[src/rtl/dram_line_xfer.sv]
// dram_line_xfer: moves whole cache lines between the cache controller and a synchronous-read RAM.
module dram_line_xfer #(
  parameter int AWIDTH     = 3,
  parameter int DWIDTH     = 32,
  parameter int LINE_WORDS = 2
) (
  input  logic                         clock_i,
  input  logic                         reset_n_i,
  input  logic                         req_valid_i,
  output logic                         req_ready_o,
  input  logic                         req_write_i,
  input  logic [AWIDTH-$clog2(LINE_WORDS)-1:0] req_line_i,
  input  logic [DWIDTH*LINE_WORDS-1:0] wb_data_i,
  output logic                         resp_valid_o,
  output logic [DWIDTH*LINE_WORDS-1:0] resp_data_o,
  output logic                         busy_o,
  output logic [AWIDTH-1:0]            mem_addr_o,
  output logic [DWIDTH-1:0]            mem_din_o,
  output logic                         mem_we_o,
  input  logic [DWIDTH-1:0]            mem_dout_i
);
  localparam int OFFW = $clog2(LINE_WORDS);
  localparam int LW   = AWIDTH - OFFW;
  localparam int LD   = DWIDTH * LINE_WORDS;

  typedef enum logic [1:0] {IDLE, WRITE, READ, DONE} state_t;

  state_t            state_q, state_d;
  logic [OFFW:0]     k_q, k_d;
  logic [LW-1:0]     line_q, line_d;
  logic [LD-1:0]     wb_q, wb_d, fill_q, fill_d, resp_q, resp_d;
  logic [AWIDTH-1:0] addr_q, addr_d;
  logic [DWIDTH-1:0] din_q, din_d;
  logic              we_q, we_d, rv_q, rv_d;
  logic [OFFW-1:0]   nxt_off, rd_off;

  // k_q counts cycles spent in WRITE/READ, starting at 0 in the first cycle
  assign nxt_off = k_q[OFFW-1:0] + OFFW'(1);
  assign rd_off  = k_q[OFFW-1:0] - OFFW'(1);

  always_comb begin
    state_d = state_q;
    k_d     = k_q;
    line_d  = line_q;
    wb_d    = wb_q;
    fill_d  = fill_q;
    resp_d  = resp_q;
    addr_d  = addr_q;
    din_d   = din_q;
    we_d    = 1'b0;
    rv_d    = 1'b0;
    case (state_q)
      IDLE: if (req_valid_i) begin
        line_d  = req_line_i;
        wb_d    = wb_data_i;
        k_d     = '0;
        addr_d  = {req_line_i, OFFW'(0)};
        state_d = req_write_i ? WRITE : READ;
        we_d    = req_write_i;
        din_d   = req_write_i ? wb_data_i[DWIDTH-1:0] : din_q;
      end
      WRITE: if (k_q == (OFFW+1)'(LINE_WORDS-1)) begin
        state_d = DONE;
        rv_d    = 1'b1;
      end else begin
        k_d    = k_q + (OFFW+1)'(1);
        we_d   = 1'b1;
        addr_d = {line_q, nxt_off};
        din_d  = wb_q[DWIDTH*int'(nxt_off) +: DWIDTH];
      end
      READ: begin
        // read data trails the address by one cycle
        if (k_q != '0) fill_d[DWIDTH*int'(rd_off) +: DWIDTH] = mem_dout_i;
        if (k_q == (OFFW+1)'(LINE_WORDS)) begin
          state_d = DONE;
          rv_d    = 1'b1;
          resp_d  = fill_d;
        end else begin
          k_d    = k_q + (OFFW+1)'(1);
          addr_d = (k_q < (OFFW+1)'(LINE_WORDS-1)) ? {line_q, nxt_off} : addr_q;
        end
      end
      default: state_d = IDLE;
    endcase
  end

  always_ff @(posedge clock_i) begin
    if (!reset_n_i) begin
      state_q <= IDLE;
      k_q     <= '0;
      line_q  <= '0;
      wb_q    <= '0;
      fill_q  <= '0;
      resp_q  <= '0;
      addr_q  <= '0;
      din_q   <= '0;
      we_q    <= 1'b0;
      rv_q    <= 1'b0;
    end else begin
      state_q <= state_d;
      k_q     <= k_d;
      line_q  <= line_d;
      wb_q    <= wb_d;
      fill_q  <= fill_d;
      resp_q  <= resp_d;
      addr_q  <= addr_d;
      din_q   <= din_d;
      we_q    <= we_d;
      rv_q    <= rv_d;
    end
  end

  assign req_ready_o  = (state_q == IDLE);
  assign busy_o       = (state_q != IDLE);
  assign resp_valid_o = rv_q;
  assign resp_data_o  = resp_q;
  assign mem_addr_o   = addr_q;
  assign mem_din_o    = din_q;
  assign mem_we_o     = we_q;
endmodule

[config.mk]
export PLATFORM = sky130hd
export DESIGN_NAME = dram_line_xfer
export DESIGN_NICKNAME = d
export VERILOG_FILES = /design/src/rtl/dram_line_xfer.sv
export SDC_FILE = /design/constraint.sdc
export NUM_CORES = 1
export LEC_CHECK = 0
export ABC_AREA = 1
export CAP_MARGIN = 10
export CORE_MARGIN = 2
export CORE_UTILIZATION = 47
export CTS_BUF_LIST = sky130_fd_sc_hd__clkbuf_16
export CTS_CLUSTER_SIZE = 28
export DETAILED_ROUTE_END_ITERATION = 6
export PLACE_DENSITY = 0.83
export SLEW_MARGIN = 40
export SYNTH_ARGS = -nofsm -noshare
export SYNTH_HDL_FRONTEND = slang
export SYNTH_SLANG_ARGS = --single-unit
[constraint.sdc]
create_clock -name clock_i -period 1.9 [get_ports clock_i]
set_input_delay 0.19 -clock clock_i [delete_from_list [all_inputs] [get_ports clock_i]]
set_output_delay 0.19 -clock clock_i [all_outputs]
set_load 0.02 [all_outputs]
Yosys cells after proc, flatten, opt, wreduce, memory -nomap -nowiden
Index checks and enable logic that the tools add are counted.

Word-level logic and storage cells: 66. Output and inout port bits: 103. Memory bits (writable): 0. Latch bits: 0. Memories kept: 0. Register bits after elaboration: 235. ROM bits: 0.

Shift-type cells: 3. Multiplexer cells: 26. Multipliers: 0. Bitwise gates (word level): 0. Equal/unequal tests: 11. Order comparisons: 1. $add $sub $neg: 4. Reductions and logical operators: 11. Div/mod/pow operators: 0.

Operators with widths (count): $mux W32 (3); $bwmux W64 (1); $mux W64 (1); $pmux W32 S2 (1); $shift A32 B33 Y64 const A (1); $shiftx A32 B33 Y64 (1); $shiftx A64 B7 Y32 (1); $neg A6 Y33 (1); $mux W2 (7); $mux W3 (4); $ne A2 B2 Y1 const B (6); $pmux W2 S3 (2); $pmux W3 S3 (1); $reduce_and A4 Y1 (2); $reduce_bool A2 Y1 (3); $reduce_and A5 Y1 (1); $eq A2 B1 Y1 const B (2); $eq A2 B2 Y1 const B (2); $mux W1 (4); $pmux W1 S2 (2); $reduce_and A2 Y1 (2); $reduce_and A3 Y1 (1); $reduce_bool A3 Y1 (1); $add A2 B1 Y2 const B (1); other kinds (5) (5).

Longest topological paths before layout
Gate-level depths: netlist of run 1.

Depth after elaboration: 5. Depth in mapped cells: 10. Mapped depth without buffers: 9.

Worst setup path after synthesis of run 1
Ideal clock, no wire load.

Path type: reg2reg. Start point: register k_q[0]. End point: register resp_q[47], in the netlist resp_data_o[47]. Setup slack: 102 ps. Library setup time: 115 ps. Stages on the path, launching flop included: 11. Period minus slack after synthesis: 1798 ps. Data arrival time: 1682 ps. Required time: 1785 ps. Cells stage by stage: dfxtp_1 -> inv_2 -> buf_2 -> ha_1 -> nand2_1 -> buf_2 -> buf_2 -> buf_2 -> a21oi_1 -> o21ai_0 -> inv_1.

Cells in the longest elaborated chain, start to end: 5. Elaborated cells between the ends (all ways): 9. Classes of those cells: add/sub: 2; eq/ne: 1; shift: 2; mux: 2; reduce/logical: 2.

RTL lines: start, declared (RTL line 29) `logic [OFFW:0] k_q, k_d;`; start signal, assigned (RTL line 101) `k_q <= k_d;`; $sub A1 B1 Y1 (RTL line 39) `assign rd_off = k_q[OFFW-1:0] - OFFW'(1);`; $neg A6 Y33 (RTL line 73) `if (k_q != '0) fill_d[DWIDTH*int'(rd_off) +: DWIDTH] = mem_dout_i;`; $shiftx A32 B33 Y64 / $shift A32 B33 Y64 (equally long branches) (RTL line 73); $bwmux W64 (RTL line 73); $mux W64 (RTL line 73); end signal, assigned (RTL line 105) `resp_q <= resp_d;`; end, declared (RTL line 31) `logic [LD-1:0] wb_q, wb_d, fill_q, fill_d, resp_q, resp_d;`.

Parallel ways exist; a longest one is shown, timed or not. A chain may end at the register's enable or synchronous reset.

Final worst setup path of run 1
Start point: register state_q[0]. End point: output port req_ready_o.

Cells in the longest elaborated chain, start to end: 1.

RTL lines: start, declared (RTL line 28) `state_t state_q, state_d;`; start signal, assigned (RTL line 100) `state_q <= state_d;`; $logic_not A2 Y1 (RTL line 113) `assign req_ready_o = (state_q == IDLE);`; end, declared (RTL line 10) `output logic req_ready_o,`.

No other way between the ends.

==> impl_summary.txt, run 1 <==
----------------------------------------------------
[Run status]
  Result of the run ... complete, no violations

[Synth]
  Mean post-synth cell area ... around 6.6 sq um
  Synthesized netlist net count ... 1,702
  Multiplexer share of the synthesized area ... 0%
  Total of flip-flops plus latches after synthesis ... 235
  Synth Area in Simple Gates ... 20.5%
  Syn Std Cell Area ... between 10,000 and 15,000 sq um
  Adder-cell share of the synthesized area ... 1.19%
  Number of distinct standard cells referenced by the synthesized netlist ... 19
  Portion of the post-synthesis area used by sequential elements ... about 45%
  Synthesis Warnings ... 0
  Main combinational cell family by area after synthesis ... simple AND/OR/NAND/NOR gates
  Synthesized-area fraction occupied by xor and xnor cells ... 0%
  Synthesized netlist cell count ... 1,590
  Complex-gate fraction of the synthesized area ... 19.1%

[Pwr]
  Switching part of the total power ... about two fifths
  Power per Cell Area ... 1540 nW/um^2
  Leak ... 6.59 nW
  Comb power frac ... 42.9%
  Share of power burned in registers ... 33.1%
  Clock Power Share ... 24.0%
  Internal power ... 12.7 mW
  Worst VDD drop ... 0.000898 V
  Switching power of the nets ... around 8.4 mW

[Routing]
  Routed WL per cell ... ~14 um
  Detailed Route Iter0 Violations ... 919
  Final routed DRC violation total ... 0
  Post-route antenna net violation count ... 0
  Vias per std cell ... 4.99
  Total number of vias ... 10,200
  Total length of routed wires ... 29,000 um
  Number of iterations in the first detailed-routing pass ... 4

[Global routing]
  Overflow left after global routing ... 0
  Global Route Usage Sum ... 24.1%
  Number of antenna violations at the first check in global routing ... 2
  Maximum number of pins on one net before global-route repair ... ~100
  Vias in the first global route ... 9,590
  First-pass GRT wire length ... 47,400 um

[Floorplan]
  Effective utilization at floorplan ... roughly half
  Horizontal extent of the die ... between 150 and 200 um
  Die Span Y ... 153 um
  Site row count ... 54
  Full die area ... 23,500 sq um
  Count of pins on the block boundary ... 205
  Placeable core area ... between 20,000 and 25,000 sq um

[Timing]
  Share of the cycle needed by the critical path after routing ... 95.3%
  Fin. Hold Viols ... 0
  Top achievable clock speed ... 552 MHz
  Post-layout min period ... between 1500 and 2000 ps
  Final setup viols ... 0
  Layout Skew ... 8.51 ps
  Worst Tran Pin Value ... slightly below 500 ps
  Setup TNS ... 0 ps
  Number of max-slew violations in the final report ... 0
  Worst hold slack ... 215 ps
  Headroom to the max-slew limit ... about two thirds
  RSZ-0062 raised after global routing ... no

[Placement]
  Placer Congestion ... 0.903
  Final HPWL DP ... 19,200 um
  Post-placement cell count ... 1,999
  Count of input and output buffers ... slightly above 200

[Cells and area]
  Ratio of cells with drive above 1 in the final layout ... 4.36%
  Total Nets Final ... about 1,900
  Count of filler cells inserted in the layout ... 1,841
  Finished Layout Cells ... approximately 2,000
  Post-synthesis to final-layout area growth ... 30.5%

[Clock network]
  Post-CTS Setup Repair Bufs ... 0
  CTS tree ... yes
  Reg clk slew, reported paths ... 60 ps
  CTS sink cnt ... between 200 and 250
  Cts bufs inserted ... 26
  Hold buffers post-CTS ... 0
  Insertion delay to the later sink of the worst-skew pair ... 520 ps
  H-tree depth reported by CTS ... 1
  Largest buffer count on any clock path ... 3
  Clock root cell ... clkbuf_16

[Worst setup path]
  Standard cell with the maximum stage delay on the critical path ... clkdlybuf4s15_1
  Setup slack of the worst register-to-register path ... 170 ps
  Nature of the critical path startpoint ... flop
  Critical Path Stages ... 3
  Critical path start-end classification ... flop to output pin
  Endpoint required time on the critical path ... 1710 ps
  Largest delay share family, worst path ... buffers and inverters
  Cell chain of the critical path ... inv_1 -> ha_1 -> clkdlybuf4s15_1
  Count of cells along the worst register-to-register path ... 9
  Largest stage delay, worst path ... ~370 ps
  Number of buffer and inverter stages on the critical path ... 2
  Worst-path fanout max ... 5
  Data arrival time of the critical path ... 1620 ps
  Crit end category ... output pin

[Flow run]
  Max-cap check violation count ... 0

[Hold path]
  Depth of the worst hold-timing path ... 4
  Hold/Removal Path Class ... input pin to flop

----------------------------------------------------
## metrics by stage
stage                     area, sq um  setup WS, ps  power [mW]  util (%)
after CTS                       13700          32.5        21.2      62.6
after global placement          12800           284        15.7      58.6
after floorplan                 10500           102        12.9         -
final                           13700          89.7        21.1      62.6
after global routing            13700          9.83        22.6      62.6
after detailed placement        12800           207        16.0      58.6
## cell usage after synthesis
master      n  share of area, %
inv_2       3              0.11
ha_1       10               1.2
dfxtp_1   235                45
buf_1      11              0.39
clkbuf_1   57               2.0
nand2_2     1             0.060
o21ai_0   168               8.0
o21ai_1   127               6.1
nor2_2      1             0.060
nand3_1    35               1.7
and2_1      1             0.060
inv_1     280                10
a21oi_1   104               5.0
o21a_1      1             0.072
clkinv_1    1             0.036
nor3_1      1             0.048
nor2_1    294                11
nand2_1   226               8.1
buf_2      34               1.6
## worst paths after layout
path                            startpoint       endpoint
worst max-delay path            state_q[0]    req_ready_o
worst min-delay path             reset_n_i  mem_addr_o[2]
worst max register to register      k_q[0]      fill_q[5]
worst min register to register    wb_q[61]       wb_q[61]
## registers in the layout, summed over array words and instances, names as in the netlist
register      cells
fill_q           64
k_q               2
line_q            2
mem_addr_o        3
mem_din_o        32
mem_we_o          1
resp_data_o      64
resp_valid_o      1
state_q           2
wb_q             64
## logic make-up after synthesis
logic type	count (synthesis)
buf+inv	386
simple gates	559
flops	235
compound gates	400
fa+ha+maj	10
## routing by layer
| metal | part of all wire [%] | GRT usage [%] | wire length [um] | vias up |
|---|---|---|---|---|
| met5 | 0 | 0 | 0 | - |
| met4 | 4.0 | 10.8 | 1170 | 0 |
| met3 | 5.6 | 3.63 | 1630 | 82 |
| met2 | 46 | 39.2 | 13200 | 338 |
| met1 | 45 | 31.7 | 13000 | 4595 |
| li1 | - | - | - | 5208 |
## final cells by class
cell class / instances / area, sq um / area share (%)
repair buffers: 231 / 2380 / 17.4
diodes: 2 / 5.00 / 0.0366
flip-flops and latches: 235 / 4710 / 34.4
well taps: 280 / 350 / 2.56
clock buffers: 27 / 676 / 4.94
multi-input cells: 969 / 4300 / 31.4
inverters: 284 / 1070 / 7.81
clock inverters: 19 / 189 / 1.38
## layout by cell type, fill, tap and decap left out
cell type and count:
inv_2 3, ha_1 10, nand2_2 2, clkdlybuf4s15_2 1, nor2_1 294, nand2_1 224, clkinv_2 5, and2_1 1
clkdlybuf4s15_1 1, clkbuf_16 27, clkinv_1 6, nor3_1 1, nand2_4 1, dfxtp_2 3, o21ai_0 168, clkdlybuf4s50_1 201
nand3_1 35, diode_2 2, buf_12 11, a21oi_1 104, inv_1 283, dfxtp_1 232, buf_4 16, buf_2 1
o21ai_1 127, clkinvlp_4 2, o21a_1 1, bufinv_16 4, nor2_4 1
## timing repair
| action | 4_1_cts | 5_1_grt |
|---|---|---|
| endpoints found under the setup margin | 2 | 3 |
| gates resized for setup | 5 | 2 |
| pin swaps | 0 | 0 |
## worst reg2reg max path, cell delays in order (launching register included)
cell	delay (ps)
dfxtp_2	370
inv_2	60
ha_1	250
inv_2	170
nand2_1	130
buf_12	200
nand2_1	70
nand2_1	50
o21ai_0	220
inv_1	90
## power groups by stage
stage	Combinational (mW)	Clock, mW	Sequential [mW]
2_1_floorplan	5.32	0	7.59
3_3_place_gp	8.70	0	7.00
3_5_place_dp	8.92	0	7.07
4_1_cts	9.02	5.15	6.99
5_1_grt	10.2	5.35	7.14
6_report	9.05	5.07	6.99
No activity file was read; power rests on OpenSTA's default activity.
==> inputs of run 2 (changes only) <==
- GPL_TIMING_DRIVEN: not set -> 0
==> run 2 against run 1 <==
  * Non-clock buffer count rose by 76
  * Combinational power up 5.6%
  * Via count rose by 5.9%
  * Cell area increased by 0.54%
  * Flip-flop and latch count stayed put
  * Critical path type unchanged
  * Final cell count is 3.8% higher
==> impl_summary.txt, run 2 (same netlist as run 1, synthesis figures left out) <==
----------------------------------------------------
[Global routing]
  First-pass GRT wire length ... 50,200 um (+5.8%)
  Overflow left after global routing ... 0 (unchanged)
  Global Route Usage Sum ... 25.9% (+1.8 points)
  Maximum number of pins on one net before global-route repair ... 18 (-83%)
  Number of antenna violations at the first check in global routing ... 4 (+2)
  Vias in the first global route ... 10,100 (+5.8%)

[Placement]
  Placer Congestion ... 0.884 (-2.1%)
  Total placed instance area ... 12,900 sq um (+0.57%)
  Final HPWL DP ... 23,100 um (+21%)
  Count of input and output buffers ... 204 (unchanged)
  Post-placement cell count ... 2,074 (+3.8%)

[Floorplan]
  Count of pins on the block boundary ... 205 (unchanged)
  Die Span Y ... 153 um (unchanged)
  Horizontal extent of the die ... 153 um (unchanged)
  Placeable core area ... 21,800 sq um (unchanged)
  Site row count ... 54 (unchanged)
  Full die area ... 23,500 sq um (unchanged)
  Effective utilization at floorplan ... 48.0% (unchanged)

[Worst setup path]
  Data arrival time of the critical path ... 1620 ps (about the same)
  Worst-path fanout max ... 5 (unchanged)
  Critical Path Stages ... 4 (+1)
  Number of buffer and inverter stages on the critical path ... 3 (+1)
  Nature of the critical path startpoint ... flop
  Crit end category ... output pin
  Endpoint required time on the critical path ... 1710 ps (about the same)
  Standard cell with the maximum stage delay on the critical path ... dfxtp_2
  Largest delay share family, worst path ... buffers and inverters
  Cell chain of the critical path ... inv_1 -> ha_1 -> inv_1 -> clkdlybuf4s15_1
  Largest stage delay, worst path ... 360 ps (about the same)
  Critical path start-end classification ... flop to output pin
  Count of cells along the worst register-to-register path ... 9 (unchanged)
  Most prevalent standard cell on the critical path ... inv_1

[Timing]
  Share of the cycle needed by the critical path after routing ... 95.5% (+0.20 points)
  RSZ-0062 raised after global routing ... yes
  Fin. Hold Viols ... 0 (unchanged)
  Number of max-slew violations in the final report ... 0 (unchanged)
  Layout Skew ... 12.8 ps (+4.32 ps)
  Final setup viols ... 0 (unchanged)
  Worst Tran Pin Value ... 600 ps (+105 ps)
  Setup TNS ... 0 ps (unchanged)
  Post-layout min period ... 1810 ps (+3.84 ps)
  Top achievable clock speed ... 551 MHz (-0.21%)
  Headroom to the max-slew limit ... 60.0% (-7.0 points)

[Pwr]
  Worst VDD drop ... 0.000910 V (+1.4%)
  Leak ... 6.65 nW (+0.88%)
  Power per Cell Area ... 1530 nW/um^2 (-0.95%)
  Post-route total power ... 21.0 mW (-0.42%)

[Routing]
  Final routed DRC violation total ... 0 (unchanged)
  Detailed Route Iter0 Violations ... 1,034 (+13%)
  Vias per std cell ... 5.09 (+2.0%)
  Number of iterations in the first detailed-routing pass ... 6 (+2)
  Total number of vias ... 10,800 (+5.9%)
  Routed WL per cell ... 15.0 um (+5.7%)
  Total length of routed wires ... 31,800 um (+9.7%)
  Post-route antenna net violation count ... 0 (unchanged)

[Clock network]
  Hold buffers post-CTS ... 0 (unchanged)
  H-tree depth reported by CTS ... 1 (unchanged)
  Largest buffer count on any clock path ... 3 (unchanged)
  CTS tree ... yes
  Reg clk slew, reported paths ... 60 ps (about the same)
  Insertion delay to the later sink of the worst-skew pair ... 510 ps (about the same)
  Cts bufs inserted ... 25 (-3.8%)
  CTS sink cnt ... 235 (unchanged)
  Clock root cell ... clkbuf_16

[Flow run]
  Max-cap check violation count ... 0 (unchanged)

[Hold path]
  Depth of the worst hold-timing path ... 3 (-1)
  Hold/Removal Path Class ... input pin to flop

[Cells and area]
  Total Nets Final ... 1,936 (+4.1%)
  Final core occ ... 63.0% (+0.34 points)
  Most common cell after layout, fill and taps aside ... nor2_1
  Post-synthesis to final-layout area growth ... 31.2%
  Finished Layout Cells ... 2,125 (+3.8%)
  Area of all placed cells without fillers ... 13,700 sq um (+0.54%)
  Highest-count cells in the layout ignoring fill and taps ... nor2_1, inv_1, dfxtp_1
  Ratio of cells with drive above 1 in the final layout ... 5.59% (+1.2 points)

[Run status]
  Result of the run ... complete, no violations

----------------------------------------------------
## run 2: worst register-to-register path: stages, from the launching register on
cell and delay (ps):
dfxtp_4 370, inv_6 150, ha_2 310, inv_2 130, nand2_2 140, buf_2 240
nand2_1 80, nand2_1 120, o21ai_0 90, inv_1 70
## run 2: area by class of cell
class	count	area (sq um)
clock buffers	25	626
clock inverters	19	106
plain buffers	101	490
diodes	4	10.0
fillers	1904	8080
multi-input cells	971	4320
repair buffers	206	2060
flip-flops and latches	235	4710
inverters	284	1070
well taps	280	350
## run 2: worst paths after layout
path	endpoint	slack, ps	startpoint
worst max-delay path	busy_o	90	state_q[0]
worst min-delay path	line_q[1]	280	req_line_i[1]
worst max register to register	fill_q[30]	140	k_q[0]
worst min register to register	wb_q[59]	450	wb_q[59]
## run 2: metal layers
metal	wire [um]	GRT usage, %
met5	0	0
met4	1660	13.4
met3	2560	3.66
met2	14100	41.7
met1	13500	33.9
## run 2: metrics by stage
step           setup WS [ps]  hold WS [ps]
3_3_place_gp            -539           434
4_1_cts                 2.93           254
2_1_floorplan            102           339
6_report                85.9           279
3_5_place_dp            -568           438
5_1_grt                -14.2           281
## run 2: repair_timing
action,CTS,global route
gates cloned,0,2
resized for setup,21,47
pin swaps,0,2
setup buffers,0,2
setup endpoints to repair,157,212
endpoints found under the hold margin,0,0
## run 2: report_power, final
group          internal, mW  switching (mW)  leakage [nW]
logic                  3.42            6.15          4.33
registers              6.32           0.675          1.93
clock network          2.51            1.96         0.393
total                  12.2            8.79          6.65
